`src/rtl/alu_dispatch.sv`:
```
// RV32I ALU issue/writeback sequencer. Accept to writeback takes 2 cycles, with one instruction retired per 3 cycles.
// The decoder holds its instruction while instr_ready is low, which is any state except IDLE and WB.
package opcodes;
    typedef logic [31:0] instruction_t;
    typedef logic [31:0] register_t;

    localparam logic [6:0] OP_R     = 7'b0110011;
    localparam logic [6:0] OP_IMM   = 7'b0010011;
    localparam logic [6:0] OP_LUI   = 7'b0110111;
    localparam logic [6:0] OP_AUIPC = 7'b0010111;

    function automatic logic is_alu_op(input instruction_t instr);
        return (instr[6:0] == OP_R) || (instr[6:0] == OP_IMM) ||
               (instr[6:0] == OP_LUI) || (instr[6:0] == OP_AUIPC);
    endfunction

`ifndef SYNTHESIS
    function automatic string decode_instr(input instruction_t instr);
        return $sformatf("instr=%08h opc=%07b rd=x%0d f3=%0d rs1=x%0d rs2=x%0d",
                         instr, instr[6:0], instr[11:7], instr[14:12],
                         instr[19:15], instr[24:20]);
    endfunction
`endif
endpackage

module alu_dispatch
    import opcodes::*;
#(
    parameter bit trace = 1'b0
) (
    input  logic clk,
    input  logic rst,
    alu_dispatch_if.slave bus
);
    localparam logic [1:0] S_IDLE  = 2'd0;
    localparam logic [1:0] S_ISSUE = 2'd1;
    localparam logic [1:0] S_WAIT  = 2'd2;
    localparam logic [1:0] S_WB    = 2'd3;

    logic [1:0]   state_q, state_d;
    instruction_t instr_q, instr_d;
    register_t    pc_q, pc_d;
    logic         rf_we_q, rf_we_d;
    logic [4:0]   rf_waddr_q, rf_waddr_d;
    logic [31:0]  rf_wdata_q, rf_wdata_d;
    logic         done_q, done_d;
    logic         illegal_q, illegal_d;

    logic        accept;
    logic [2:0]  funct3;
    logic [31:0] u_imm;
    logic [31:0] i_imm;

    assign bus.instr_ready = (state_q == S_IDLE) || (state_q == S_WB);
    assign accept          = bus.instr_valid && bus.instr_ready;

    assign funct3 = instr_q[14:12];
    assign u_imm  = {instr_q[31:12], 12'b0};
    assign i_imm  = {{20{instr_q[31]}}, instr_q[31:20]};

    assign bus.rs1_addr   = instr_q[19:15];
    assign bus.rs2_addr   = instr_q[24:20];
    assign bus.alu_instr  = instr_q;
    assign bus.alu_enable = (state_q == S_ISSUE);
    assign bus.rf_we      = rf_we_q;
    assign bus.rf_waddr   = rf_waddr_q;
    assign bus.rf_wdata   = rf_wdata_q;
    assign bus.done       = done_q;
    assign bus.illegal    = illegal_q;

    // Operands are only driven during the enable cycle so the ALU inputs stay quiet otherwise.
    always_comb begin
        bus.alu_op1 = '0;
        bus.alu_op2 = '0;
        if (state_q == S_ISSUE) begin
            case (instr_q[6:0])
                OP_R: begin
                    bus.alu_op1 = bus.rs1_data;
                    bus.alu_op2 = bus.rs2_data;
                end
                OP_IMM: begin
                    bus.alu_op1 = bus.rs1_data;
                    if (funct3 == 3'b001 || funct3 == 3'b101) begin
                        bus.alu_op2 = {27'b0, instr_q[24:20]};
                    end else begin
                        bus.alu_op2 = i_imm;
                    end
                end
                OP_LUI: begin
                    bus.alu_op1 = u_imm;
                end
                OP_AUIPC: begin
                    bus.alu_op1 = u_imm;
                    bus.alu_op2 = pc_q;
                end
                default: begin
                    bus.alu_op1 = '0;
                    bus.alu_op2 = '0;
                end
            endcase
        end
    end

    always_comb begin
        state_d    = state_q;
        instr_d    = instr_q;
        pc_d       = pc_q;
        rf_we_d    = 1'b0;
        rf_waddr_d = rf_waddr_q;
        rf_wdata_d = rf_wdata_q;
        done_d     = 1'b0;
        illegal_d  = 1'b0;
        case (state_q)
            S_IDLE, S_WB: begin
                if (accept) begin
                    instr_d = bus.instr_in;
                    pc_d    = bus.pc_in;
                    if (is_alu_op(bus.instr_in)) begin
                        state_d = S_ISSUE;
                    end else begin
                        // Non-ALU ops retire straight away as not executed.
                        state_d    = S_WB;
                        illegal_d  = 1'b1;
                        done_d     = 1'b1;
                        rf_waddr_d = '0;
                        rf_wdata_d = '0;
                    end
                end else begin
                    state_d = S_IDLE;
                end
            end
            S_ISSUE: state_d = S_WAIT;
            S_WAIT: begin
                state_d = S_WB;
                done_d  = 1'b1;
                if (bus.alu_instr_exec) begin
                    rf_waddr_d = instr_q[11:7];
                    rf_wdata_d = bus.alu_result;
                    rf_we_d    = |instr_q[11:7];
                end else begin
                    illegal_d  = 1'b1;
                    rf_waddr_d = '0;
                    rf_wdata_d = '0;
                end
            end
            default: state_d = S_IDLE;
        endcase
    end

    always_ff @(posedge clk or negedge rst) begin
        if (!rst) begin
            state_q    <= S_IDLE;
            instr_q    <= '0;
            pc_q       <= '0;
            rf_we_q    <= 1'b0;
            rf_waddr_q <= '0;
            rf_wdata_q <= '0;
            done_q     <= 1'b0;
            illegal_q  <= 1'b0;
        end else begin
            state_q    <= state_d;
            instr_q    <= instr_d;
            pc_q       <= pc_d;
            rf_we_q    <= rf_we_d;
            rf_waddr_q <= rf_waddr_d;
            rf_wdata_q <= rf_wdata_d;
            done_q     <= done_d;
            illegal_q  <= illegal_d;
        end
    end

`ifndef SYNTHESIS
    if (trace) begin : g_trace
        always @(posedge clk) begin
            if (rst && accept) begin
                $display("%t %s", $time, decode_instr(bus.instr_in));
            end
        end
    end
`endif
endmodule

```
`src/rtl/alu_dispatch_if.sv`:
```
// Decode/regfile/ALU-side bundle of the dispatch sequencer.
// The slave modport is the sequencer's view of it. The master modport is the surrounding pipeline's view.
interface alu_dispatch_if;
    logic [31:0] instr_in;
    logic [31:0] pc_in;
    logic        instr_valid;
    logic        instr_ready;
    logic [4:0]  rs1_addr;
    logic [4:0]  rs2_addr;
    logic [31:0] rs1_data;
    logic [31:0] rs2_data;
    logic [31:0] alu_instr;
    logic [31:0] alu_op1;
    logic [31:0] alu_op2;
    logic        alu_enable;
    logic        alu_instr_exec;
    logic [31:0] alu_result;
    logic        rf_we;
    logic [4:0]  rf_waddr;
    logic [31:0] rf_wdata;
    logic        done;
    logic        illegal;

    modport slave (
        input  instr_in, pc_in, instr_valid, rs1_data, rs2_data,
               alu_instr_exec, alu_result,
        output instr_ready, rs1_addr, rs2_addr, alu_instr, alu_op1, alu_op2,
               alu_enable, rf_we, rf_waddr, rf_wdata, done, illegal
    );

    modport master (
        output instr_in, pc_in, instr_valid, rs1_data, rs2_data,
               alu_instr_exec, alu_result,
        input  instr_ready, rs1_addr, rs2_addr, alu_instr, alu_op1, alu_op2,
               alu_enable, rf_we, rf_waddr, rf_wdata, done, illegal
    );
endinterface

```
`src/flat_wrapper.sv`:
```
// flat-port wrapper written by rule: the top's interface ports become plain ports
module alu_dispatch_flat import opcodes::*;
#(
    parameter bit trace = 1'b0
)
  (clk, rst, bus_instr_in, bus_pc_in, bus_instr_valid, bus_rs1_data, bus_rs2_data, bus_alu_instr_exec, bus_alu_result, bus_instr_ready, bus_rs1_addr, bus_rs2_addr, bus_alu_instr, bus_alu_op1, bus_alu_op2, bus_alu_enable, bus_rf_we, bus_rf_waddr, bus_rf_wdata, bus_done, bus_illegal);
  alu_dispatch_if bus_i ();
  input  logic clk;
  input  logic rst;
  input wire logic [$bits(bus_i.instr_in)-1:0] bus_instr_in;
  input wire logic [$bits(bus_i.pc_in)-1:0] bus_pc_in;
  input wire logic [$bits(bus_i.instr_valid)-1:0] bus_instr_valid;
  input wire logic [$bits(bus_i.rs1_data)-1:0] bus_rs1_data;
  input wire logic [$bits(bus_i.rs2_data)-1:0] bus_rs2_data;
  input wire logic [$bits(bus_i.alu_instr_exec)-1:0] bus_alu_instr_exec;
  input wire logic [$bits(bus_i.alu_result)-1:0] bus_alu_result;
  output wire logic [$bits(bus_i.instr_ready)-1:0] bus_instr_ready;
  output wire logic [$bits(bus_i.rs1_addr)-1:0] bus_rs1_addr;
  output wire logic [$bits(bus_i.rs2_addr)-1:0] bus_rs2_addr;
  output wire logic [$bits(bus_i.alu_instr)-1:0] bus_alu_instr;
  output wire logic [$bits(bus_i.alu_op1)-1:0] bus_alu_op1;
  output wire logic [$bits(bus_i.alu_op2)-1:0] bus_alu_op2;
  output wire logic [$bits(bus_i.alu_enable)-1:0] bus_alu_enable;
  output wire logic [$bits(bus_i.rf_we)-1:0] bus_rf_we;
  output wire logic [$bits(bus_i.rf_waddr)-1:0] bus_rf_waddr;
  output wire logic [$bits(bus_i.rf_wdata)-1:0] bus_rf_wdata;
  output wire logic [$bits(bus_i.done)-1:0] bus_done;
  output wire logic [$bits(bus_i.illegal)-1:0] bus_illegal;
  assign bus_i.instr_in = bus_instr_in;
  assign bus_i.pc_in = bus_pc_in;
  assign bus_i.instr_valid = bus_instr_valid;
  assign bus_i.rs1_data = bus_rs1_data;
  assign bus_i.rs2_data = bus_rs2_data;
  assign bus_i.alu_instr_exec = bus_alu_instr_exec;
  assign bus_i.alu_result = bus_alu_result;
  assign bus_instr_ready = bus_i.instr_ready;
  assign bus_rs1_addr = bus_i.rs1_addr;
  assign bus_rs2_addr = bus_i.rs2_addr;
  assign bus_alu_instr = bus_i.alu_instr;
  assign bus_alu_op1 = bus_i.alu_op1;
  assign bus_alu_op2 = bus_i.alu_op2;
  assign bus_alu_enable = bus_i.alu_enable;
  assign bus_rf_we = bus_i.rf_we;
  assign bus_rf_waddr = bus_i.rf_waddr;
  assign bus_rf_wdata = bus_i.rf_wdata;
  assign bus_done = bus_i.done;
  assign bus_illegal = bus_i.illegal;
  alu_dispatch #(.trace(trace)) u_core (.clk(clk), .rst(rst), .bus(bus_i));
endmodule
```
`config.mk`:
```
export PLATFORM = sky130hd
export DESIGN_NAME = alu_dispatch_flat
export DESIGN_NICKNAME = d
export VERILOG_FILES = /design/src/rtl/alu_dispatch.sv /design/src/rtl/alu_dispatch_if.sv /design/src/flat_wrapper.sv
export SDC_FILE = /design/constraint.sdc
export NUM_CORES = 1
export LEC_CHECK = 0
export ABC_CLOCK_PERIOD_IN_PS = 2800
export CORE_MARGIN = 2
export CORE_UTILIZATION = 38
export CTS_CLUSTER_DIAMETER = 150
export DETAILED_ROUTE_END_ITERATION = 10
export PLACE_DENSITY_LB_ADDON = 0.05
export RECOVER_POWER = 100
export SLEW_MARGIN = 20
export SYNTH_ARGS = -nofsm -noshare
export SYNTH_HDL_FRONTEND = slang
export SYNTH_SLANG_ARGS = --single-unit
```
`constraint.sdc`:
```
create_clock -name clk -period 2.8 [get_ports clk]
set_clock_uncertainty 0.15 [all_clocks]
set_input_delay 0.56 -clock clk [delete_from_list [all_inputs] [get_ports clk]]
set_output_delay 0.56 -clock clk [all_outputs]
set_load 0.02 [all_outputs]
```
==> results.yml <==
floorplanning:
  start_util: 0.3868
  die_h_um: 122.6
  fp.dieW_um: 122.6
  rows: 43
  core_um2: 13830
  io_pins: 312
  die-area_um2: 15040
cells_and_area:
  layout_common_cells: "162 x clkdlybuf4s50_1, 105 x dfrtp_1, 104 x mux2_2, 84 x dlygate4sd3_1, 37 x and3_1"
  diodes: 0
  final_layout_size_suffix_gt1_frac: 0.2243
  finish.utilization: 0.6255
  final_common_cell: "clkdlybuf4s50_1"
  nNetsFinal: 910
  area_delta_synth_final_pct: 61.72
  postLayoutCellArea_um2: 8648
global_routing:
  gr-usage-all-layers: 0.2271
  antenna_found_initial: 0
  grt-ovfl-total: 0
  grt_max_degree: 65
  grt_first_pass_wirelength_um: 26010
  grt_pass1_vias: 4658
synthesis:
  synth_cells: 454
  synthAdderAreaFrac: 0.004679
  synth_top_family_by_area: "multiplexers"
  synth_top_cell_area_share: 0.4960
  synth_cell_type_count: 28
  yosys-top-cells-area: "dfrtp_1 50%, mux2_2 22%, and3_1 4.3%, a22oi_1 3.8%, mux2i_1 3.7%"
  ys_seq_area_frac: 0.4960
  yosys.area_share.simple: 0.09569
  ys_ff_latch: 106
  synth_warnings: 0
  synth_xor_area_frac: 0
  synth_top_area_cell: "dfrtp_1"
  muxShareOfSynthArea: 0.2606
  netlist_area_um2: 5348
  synth.avg_cell_area_um2: 11.78
  synth_compound_area_frac: 0.09008
  synth.net_count: 620
setup_path:
  cpPeakStageDelay_ns: 0.38
  worstSetupPathType: "register to output port"
  critPathSlowestCell: "dfrtp_1"
  reg2reg_slack_ns: 0.26
  cp_data_required_time_ns: 2.09
  worstSetupEndpointType: "output port"
  cp.arrival_ns: 1.98
  startpoint_type: "register"
  cp_cell_sequence: "ha_1 > and4bb_2 > nand3_2 > buf_12 > nor2_1 > dlygate4sd2_1"
  critPathMaxFanout: 64
sta:
  tns_ns: 0
  holdWs_ns: 0.2944
  relSlewSlack: 0.1782
  rsz0062_at_grt: "false"
  fin_crit_ns: 2.688
  max_slew.worst_pin.slew_ns: 1.233
  setup_viol: 0
  fmax_mhz: 372.1
  min_period_over_period: 0.9599
  slew_viol_final: 0
  hold_viol_final: 0
detailed_routing:
  first_pass_iters: 4
  drtAntennaViolNets: 0
  drc: 0
  drt_iter0_markers: 143
  wl_per_cell_um: 18.39
  viasPerCell: 5.085
  drt_wl_total_um: 17080
  routed-via-count: 4724
job:
  maxCapViolations: 0
power_and_ir_drop:
  p_per_area_nw_per_um2: 995.8
  power.leakage_nw: 3.918
  total_power_mw: 8.612
  max-vdd-ir-drop_uv: 661.9
cts:
  cts_buffer_depth: 2
  cts_hold_buf: 0
  cts_buffers: 9
  htreeDepth: 3
  cts.sinks: 106
  path_clk_slew_ns: 0.07
  cts_tree: "done"
  insertion_delay_ns: 0.35
  ctsRootBufferMaster: "clkbuf_16"
placement:
  gp_congestion: 0.7967
  hpwl_um: 13090
  port_buffers: 311
  placed_area_um2: 8645
min_path:
  min_path_type: "primary input to asynchronous set/reset pin"
status:
  status: "finished, final reports clean"
-- cells in the mapped netlist --
cell,count
o2111ai_1,7
a21oi_1,33
a221oi_4,1
mux2_1,2
a22oi_1,27
nand2_1,12
and2_1,2
mux2_2,104
nor2b_1,2
buf_2,7
nor3b_1,12
ha_1,2
nor3_1,1
dfrtp_1,106
nand2b_1,1
and3_1,37
buf_6,3
buf_1,2
buf_4,10
mux2i_1,20
o32ai_1,1
nor2_1,21
o31ai_1,1
nand3_1,1
clkbuf_1,28
inv_1,7
o21ai_0,2
and4bb_2,2
-- layout make-up --
type | instances | area, µm²
Clock buffer | 12 | 266.5
Timing Repair Buffer | 329 | 2989
Inverter | 7 | 26.28
Sequential cell | 106 | 2654
Clock inverter | 4 | 48.80
Multi-Input combinational cell | 291 | 2439
Tap cell | 180 | 225.2
Fill cell | 1159 | 5179
-- critical path, delay by kind of cell, from the launching register on --
family	cells	cell delay (ns)
fa+ha+maj	1	0.21
buf+inv	2	0.57
flops	1	0.38
simple gates	3	0.40
-- where the power goes --
group / switching (mW) / internal, mW
Clock: 0.552 / 0.765
Combinational: 2.26 / 2.26
Sequential: 0.507 / 2.26
-- cell families (layout without fill, tap and decap cells) --
kind of cell	Yosys count	in the layout
AND/OR/NAND/NOR	91	91
adder cells (fa/ha/maj)	2	2
multiplexers	126	126
AO/OA/AOI/OAI	72	72
buffers and inverters	57	352
flip-flops	106	106
-- final timing paths --
kind,to,depth (start not counted),start
min reg2reg,u_core.bus.rf_wdata[1],1,u_core.bus.rf_wdata[1]
min,u_core.pc_q[12],1,rst
max,bus_alu_op1[22],6,u_core.state_q[0]
max in group asynchronous,u_core.bus.alu_instr[21],2,rst
min in group clk,u_core.bus.rf_wdata[1],1,u_core.bus.rf_wdata[1]
max reg2reg,u_core.bus.alu_instr[2],5,u_core.state_q[0]
-- routing by layer --
layer | global-route usage | wire (µm) | up-vias
met5 | 0 | 0 | -
li1 | - | - | 2215
met4 | 0.06681 | 351 | 0
met3 | 0.08039 | 1452 | 22
met2 | 0.3847 | 8670 | 199
met1 | 0.2717 | 6608 | 2288
-- through the flow --
step | std cells | setup slack (ns)
final | 929 | 0.1123
after global routing | 929 | 0.0003593
after CTS | 929 | 0.001946
after detailed placement | 913 | 0.08250
after global placement | 913 | 0.06283
after floorplan | 454 | 0.02716
-- flip-flops by register name, indices dropped and copies added (netlist names) --
name	count
u_core.bus.rf_wdata	32
u_core.pc_q	32
u_core.state_q	2
u_core.bus.alu_instr	32
u_core.bus.illegal	1
u_core.bus.rf_we	1
u_core.bus.done	1
u_core.bus.rf_waddr	5
-- repair_timing --
action,CTS,global route
resized for setup,65,118
setup buffers,0,0
setup endpoints to repair,64,58
pin swaps,0,0
Note: power is estimated with default switching activity, not from simulation.
